===== config.mk =====
export PLATFORM = sky130hd
export DESIGN_NAME = mode_sequencer_flat
export DESIGN_NICKNAME = d
export VERILOG_FILES = /design/src/rtl/mode_sequencer_if.sv /design/src/rtl/mode_sequencer.sv /design/src/flat_wrapper.sv
export SDC_FILE = /design/constraint.sdc
export NUM_CORES = 1
export LEC_CHECK = 0
export BUFFER_PORTS_ARGS = -buffer_cell sky130_fd_sc_hd__buf_2
export CORE_MARGIN = 2
export CORE_UTILIZATION = 45
export DETAILED_ROUTE_END_ITERATION = 8
export GPL_TIMING_DRIVEN = 1
export SLEW_MARGIN = 25
export SYNTH_ARGS = -nofsm -noshare
export SYNTH_HDL_FRONTEND = slang
export SYNTH_SLANG_ARGS = --single-unit
export TNS_END_PERCENT = 50

===== constraint.sdc =====
create_clock -name clk -period 2.55 [get_ports clk]
set_clock_uncertainty 0.05 [all_clocks]
set_input_delay 0.1275 -clock clk [delete_from_list [all_inputs] [get_ports clk]]
set_output_delay 0.1275 -clock clk [all_outputs]
set_load 0.1 [all_outputs]

===== src/rtl/mode_sequencer_if.sv =====
// Mode sequencer bus: power/button inputs and mode/countdown outputs.
// master drives buttons, slave is the sequencer.
interface mode_sequencer_if;
  logic       machine_state;
  logic       menu_btn;
  logic       mode1_btn;
  logic       mode2_btn;
  logic       mode3_btn;
  logic       mode_self_clean_btn;
  logic [2:0] mode_state;
  logic [7:0] countdown_sec;
  logic       clean_done;

  modport master (
    output machine_state, menu_btn, mode1_btn,
    output mode2_btn, mode3_btn, mode_self_clean_btn,
    input  mode_state, countdown_sec, clean_done
  );

  modport slave (
    input  machine_state, menu_btn, mode1_btn,
    input  mode2_btn, mode3_btn, mode_self_clean_btn,
    output mode_state, countdown_sec, clean_done
  );
endinterface


===== src/rtl/mode_sequencer.sv =====
// Fan mode sequencer: gears 1-3, drain run-down and timed self-clean.
// Buttons act on rising edges; gear 3 usable once per power-on.
module mode_sequencer #(
  parameter int TICKS_PER_SEC = 100_000_000,
  parameter int GEAR3_SEC     = 60,
  parameter int CLEAN_SEC     = 180,
  parameter int DRAIN_SEC     = 60
) (
  input  logic             clk,
  input  logic             reset,
  mode_sequencer_if.slave  bus
);

  localparam int CW = (TICKS_PER_SEC > 1) ? $clog2(TICKS_PER_SEC) : 1;
  localparam logic [CW-1:0] TICK_LAST = CW'(TICKS_PER_SEC - 1);

  localparam logic [7:0] G3_N =
    (GEAR3_SEC > 255) ? 8'd255 : 8'(GEAR3_SEC);
  localparam logic [7:0] CLEAN_N =
    (CLEAN_SEC > 255) ? 8'd255 : 8'(CLEAN_SEC);
  localparam logic [7:0] DRAIN_N =
    (DRAIN_SEC > 255) ? 8'd255 : 8'(DRAIN_SEC);

  localparam int B_M1    = 0;
  localparam int B_M2    = 1;
  localparam int B_M3    = 2;
  localparam int B_CLEAN = 3;
  localparam int B_MENU  = 4;

  typedef enum logic [2:0] {
    ST_STANDBY,
    ST_G1,
    ST_G2,
    ST_G3,
    ST_DRAIN,
    ST_CLEAN
  } state_t;

  state_t          state;
  logic [CW-1:0]   tick;
  logic [7:0]      cd;
  logic            g3_used;
  logic [4:0]      btn;
  logic [4:0]      btn_q;
  logic [4:0]      ev;
  logic            wrap;

  // Button rising edges and second-boundary detect.
  always_comb begin
    btn = {bus.menu_btn, bus.mode_self_clean_btn,
           bus.mode3_btn, bus.mode2_btn, bus.mode1_btn};
    ev   = btn & ~btn_q;
    wrap = (tick == TICK_LAST);
  end

  assign bus.countdown_sec = cd;

  // Mode FSM with tick counter, countdown and registered outputs.
  always_ff @(posedge clk or negedge reset) begin
    if (!reset) begin
      state          <= ST_STANDBY;
      bus.mode_state <= 3'b000;
      bus.clean_done <= 1'b0;
      tick           <= '0;
      cd             <= 8'd0;
      g3_used        <= 1'b0;
      btn_q          <= 5'b0;
    end else begin
      btn_q          <= btn;
      bus.clean_done <= 1'b0;
      if (!bus.machine_state) begin
        state          <= ST_STANDBY;
        bus.mode_state <= 3'b000;
        tick           <= '0;
        cd             <= 8'd0;
        g3_used        <= 1'b0;
      end else begin
        unique case (state)
          ST_STANDBY: begin
            if (ev[B_CLEAN]) begin
              state          <= ST_CLEAN;
              bus.mode_state <= 3'b100;
              tick           <= '0;
              cd             <= CLEAN_N;
            end else if (ev[B_M3] && !g3_used) begin
              state          <= ST_G3;
              bus.mode_state <= 3'b011;
              tick           <= '0;
              cd             <= G3_N;
              g3_used        <= 1'b1;
            end else if (ev[B_M2]) begin
              state          <= ST_G2;
              bus.mode_state <= 3'b010;
            end else if (ev[B_M1]) begin
              state          <= ST_G1;
              bus.mode_state <= 3'b001;
            end
          end
          ST_G1, ST_G2: begin
            if (ev[B_MENU]) begin
              state          <= ST_STANDBY;
              bus.mode_state <= 3'b000;
            end else if (ev[B_M2]) begin
              state          <= ST_G2;
              bus.mode_state <= 3'b010;
            end else if (ev[B_M1]) begin
              state          <= ST_G1;
              bus.mode_state <= 3'b001;
            end
          end
          ST_G3, ST_DRAIN, ST_CLEAN: begin
            if (state == ST_G3 && ev[B_MENU]) begin
              state          <= ST_DRAIN;
              bus.mode_state <= 3'b010;
              tick           <= '0;
              cd             <= DRAIN_N;
            end else if (wrap) begin
              tick <= '0;
              if (cd <= 8'd1) begin
                state          <= ST_STANDBY;
                bus.mode_state <= 3'b000;
                cd             <= 8'd0;
                bus.clean_done <= (state == ST_CLEAN);
              end else begin
                cd <= cd - 8'd1;
              end
            end else begin
              tick <= tick + CW'(1);
            end
          end
          default: begin
            state          <= ST_STANDBY;
            bus.mode_state <= 3'b000;
            tick           <= '0;
            cd             <= 8'd0;
          end
        endcase
      end
    end
  end

endmodule

===== src/flat_wrapper.sv =====
// flat-port wrapper written by rule: the top's interface ports become plain ports
module mode_sequencer_flat 
#(
  parameter int TICKS_PER_SEC = 100_000_000,
  parameter int GEAR3_SEC     = 60,
  parameter int CLEAN_SEC     = 180,
  parameter int DRAIN_SEC     = 60
)
  (clk, reset, bus_machine_state, bus_menu_btn, bus_mode1_btn, bus_mode2_btn, bus_mode3_btn, bus_mode_self_clean_btn, bus_mode_state, bus_countdown_sec, bus_clean_done);
  mode_sequencer_if bus_i ();
  input  logic clk;
  input  logic reset;
  input wire logic [$bits(bus_i.machine_state)-1:0] bus_machine_state;
  input wire logic [$bits(bus_i.menu_btn)-1:0] bus_menu_btn;
  input wire logic [$bits(bus_i.mode1_btn)-1:0] bus_mode1_btn;
  input wire logic [$bits(bus_i.mode2_btn)-1:0] bus_mode2_btn;
  input wire logic [$bits(bus_i.mode3_btn)-1:0] bus_mode3_btn;
  input wire logic [$bits(bus_i.mode_self_clean_btn)-1:0] bus_mode_self_clean_btn;
  output wire logic [$bits(bus_i.mode_state)-1:0] bus_mode_state;
  output wire logic [$bits(bus_i.countdown_sec)-1:0] bus_countdown_sec;
  output wire logic [$bits(bus_i.clean_done)-1:0] bus_clean_done;
  assign bus_i.machine_state = bus_machine_state;
  assign bus_i.menu_btn = bus_menu_btn;
  assign bus_i.mode1_btn = bus_mode1_btn;
  assign bus_i.mode2_btn = bus_mode2_btn;
  assign bus_i.mode3_btn = bus_mode3_btn;
  assign bus_i.mode_self_clean_btn = bus_mode_self_clean_btn;
  assign bus_mode_state = bus_i.mode_state;
  assign bus_countdown_sec = bus_i.countdown_sec;
  assign bus_clean_done = bus_i.clean_done;
  mode_sequencer #(.TICKS_PER_SEC(TICKS_PER_SEC), .GEAR3_SEC(GEAR3_SEC), .CLEAN_SEC(CLEAN_SEC), .DRAIN_SEC(DRAIN_SEC)) u_core (.clk(clk), .reset(reset), .bus(bus_i));
endmodule

==> results by group <==
CTS
  • # clock sinks: 48
  • CTS H-tree lvls: 2
  • Clock Path Buffers: 2
  • Worst-Skew Late Latency: approximately 300 ps
  • Post-CTS setup buffers: 0
  • Clock root buffer: clkbuf_8
  • CTS clk-pin slew, worst paths: approximately 90 ps
  • CTS Buf Count: 5
  • CTS tree: built

Yosys
  • Sequential fraction of the synthesis area: 0.430
  • #FFs+latches synth: 48
  • Main synth FF type: dfrtp_1
  • Post-synth net total: 314
  • Avg Synthesized Cell Area: a little over 9 µm²
  • Cell area after synthesis: ~0.0028 mm²
  • Async S/R FF share, synth: 1.00
  • Cell variety after synth: 55
  • Yosys warns: 0
  • EDFF count, synth: 0
  • Syn Inst Count: 303

Run status
  • Status: finished clean

STA
  • WHS: 85.3 ps
  • Hold Vio Cnt, Final: 0
  • Tcrit/Tclk final: 0.932
  • Max Slew Vio Count: 0
  • Worst-Margin Slew: between 700 and 800 ps
  • Sum of negative setup slack: 0 ps
  • Max Clk Rate: between 400 and 500 MHz
  • Period minus WS final: 2380 ps
  • Unrepaired setup endpoints after global routing: false
  • Rel. slew slack: 0.518
  • Final setup viols: 0

Routing
  • DR DRC count: 0
  • Drt pass-1 iters: 4
  • Vias/cell: just under 6
  • DR WL/cell: 16.4 µm
  • Routed Antenna Nets: 0
  • Starting DRT DRC Count: between 100 and 150
  • Vias: roughly 2500
  • Drt total wl: between 6000 and 7000 µm

Power and ir drop
  • VDD IR max: 0.000639 V
  • Tot Pwr: just under 3 mW
  • PwrDens: between 800 and 900 mW/mm²
  • P_leak: roughly 1.3 nW

Die
  • Die area: 0.00686 mm²
  • # IOs: 20
  • Starting density of the core: 0.469
  • Die height: just over 80 µm
  • Row count: 28
  • Core area: 0.00596 mm²
  • Die width: roughly 83 µm

Setup path
  • Critical Path Source: bus_mode3_btn
  • Reg2reg start: u_core.tick[9]
  • Worst setup EP type: register
  • R2R cell count: 5
  • Critical path peak fanout: 8
  • Crit path cell chain: dlygate4sd3_1, buf_2, or3b_1, a32o_2, a2111o_1, or3_1, a21oi_1
  • Slowest CP cell: dlygate4sd3_1
  • CP max stage delay: approximately 520 ps
  • Worst Setup Path Type: input pin to register
  • Crit path to: u_core.tick[19]
  • Critical Path RT: 2730 ps
  • Flop2flop setup slack: 190 ps
  • Critical Path AT: between 2000 and 3000 ps
  • Worst Setup Start Kind: input pin
  • Reg-to-reg critical path endpoint: u_core.bus.countdown_sec[1]

Layout
  • Fillcell total: approximately 580
  • Area taken by multi-input logic gates: 0.00153 mm²
  • Post-route cell area: approximately 0.0033 mm²
  • Fraction of layout cells with a size suffix above 1: 0.168
  • FF+latch area: 0.00120 mm²
  • Final net count: ~350
  • Ant diodes: 0
  • Post-Layout Cell Count: just over 400
  • Area grow syn2layout: 16.8%

Placed design
  • Placed cell area: approximately 0.003 mm²
  • Hpwl dp: slightly below 5000 µm
  • GPL Wtd Cong: 0.831
  • IO buf count: 19
  • Post-Place Cells: 400

Global route
  • Largest net degree at the start of global routing: 27
  • GRT Total Usage: 0.220
  • Remaining Overflow, GRT: 0
  • Vias in the first global route: 2333
  • Initial antenna violation count: 0
  • Wire length of the first global-routing pass: between 10000 and 15000 µm

Job
  • Max_cap viols: 0

Min path
  • HP Class: input pin to register
[where the power goes]
group	switching [mW]	total [mW]	internal, mW
Sequential	0.0984	0.935	0.836
Combinational	0.994	1.38	0.389
Clock	0.261	0.608	0.346
[metrics by stage]
stage | util | setup slack (ps)
after floorplan | - | 38.8
after global placement | 0.515 | 182
after detailed placement | 0.515 | 176
after CTS | 0.546 | 126
after global routing | 0.548 | 39.6
final | 0.548 | 174
[how the worst min path moves through the flow]
stage | end | slack [ps] | cells past startpoint | from
finish | u_core.bus.clean_done | 90 | 3 | bus_machine_state
global route | u_core.bus.clean_done | 90 | 3 | bus_machine_state
CTS | u_core.bus.clean_done | 80 | 3 | bus_machine_state
detailed placement | u_core.bus.countdown_sec[0] | 90 | 1 | reset
global placement | u_core.bus.countdown_sec[3] | 90 | 1 | reset
floorplan | u_core.btn_q[0] | -220 | 0 | reset
[cells in the mapped netlist (5+ instances only)]
cell | n | area [µm²]
a21oi_1 | 15 | 75.1
xnor2_1 | 11 | 96.3
nand2_1 | 27 | 101
clkbuf_1 | 7 | 26.3
buf_2 | 6 | 30.0
or3_1 | 5 | 31.3
o211ai_1 | 6 | 45.0
nor2_1 | 23 | 86.3
inv_1 | 8 | 30.0
nand2b_1 | 11 | 68.8
and3_1 | 5 | 31.3
o21ai_0 | 21 | 105
nor3_1 | 8 | 40.0
dfrtp_1 | 48 | 1200
a31oi_1 | 8 | 50.1
nand4_1 | 11 | 68.8
nand3_1 | 16 | 80.1
a2111oi_2 | 5 | 75.1
[metal layers]
layer,track usage,share of wire
met4,0.0574,0.010
met3,0.0411,0.044
met1,0.319,0.50
met2,0.340,0.44
met5,0,0
[sequential cells by signal, indices dropped and copies added, names as in the netlist]
signal and count:
u_core.tick 27, u_core.bus.countdown_sec 8, u_core.bus.clean_done 1, u_core.state 3
u_core.btn_q 5, u_core.g3_used 1, u_core.bus.mode_state 3
[final cells by class]
cell class	instances	area share
multi-input cells	234	0.467
flip-flops and latches	48	0.368
repair buffers	41	0.0882
clock buffers	7	0.0295
well taps	75	0.0287
clock inverters	1	0.00920
inverters	8	0.00920
[what timing repair did]
item                                    4_1_cts  5_1_grt
hold buffers                                  6        0
resized for setup                             0        1
endpoints found under the setup margin        0        1
endpoints found under the hold margin        27        0
[worst max-delay path: cells and delay by family]
kind | cells | cell delay, ps
buffers and inverters | 2 | 630
AND/OR/NAND/NOR | 2 | 770
AO/OA/AOI/OAI | 3 | 1030
[logic make-up (layout without fill, tap and decap cells)]
kind of cell | Yosys count | after routing | synth area share
xor gates and xnor gates | 12 | 12 | 0.0376
adders and majority gates | 3 | 3 | 0.0134
DFF | 48 | 48 | 0.430
buffers and inverters | 21 | 57 | 0.0309
AOI/OAI and AO/OA | 87 | 87 | 0.234
muxes | 2 | 2 | 0.00717
and+or+nand+nor | 130 | 130 | 0.247
[placed cells by master (no fill, tap or decap), types with 4 or more instances in the layout]
master / count
nand2b_1: 11
nand4_1: 11
a21oi_1: 15
buf_2: 19
o21ai_0: 21
buf_4: 15
dlygate4sd3_1: 6
a2111oi_2: 4
or3_1: 5
and2_1: 4
inv_1: 8
xnor2_1: 11
clkbuf_8: 7
o31ai_1: 4
nor2b_1: 4
nor2_1: 23
a31oi_1: 8
o211ai_1: 6
nor3_1: 8
nand2_1: 27
dfrtp_1: 48
nand3_1: 16
and3_1: 5
Power figures use the tool's default switching activity.
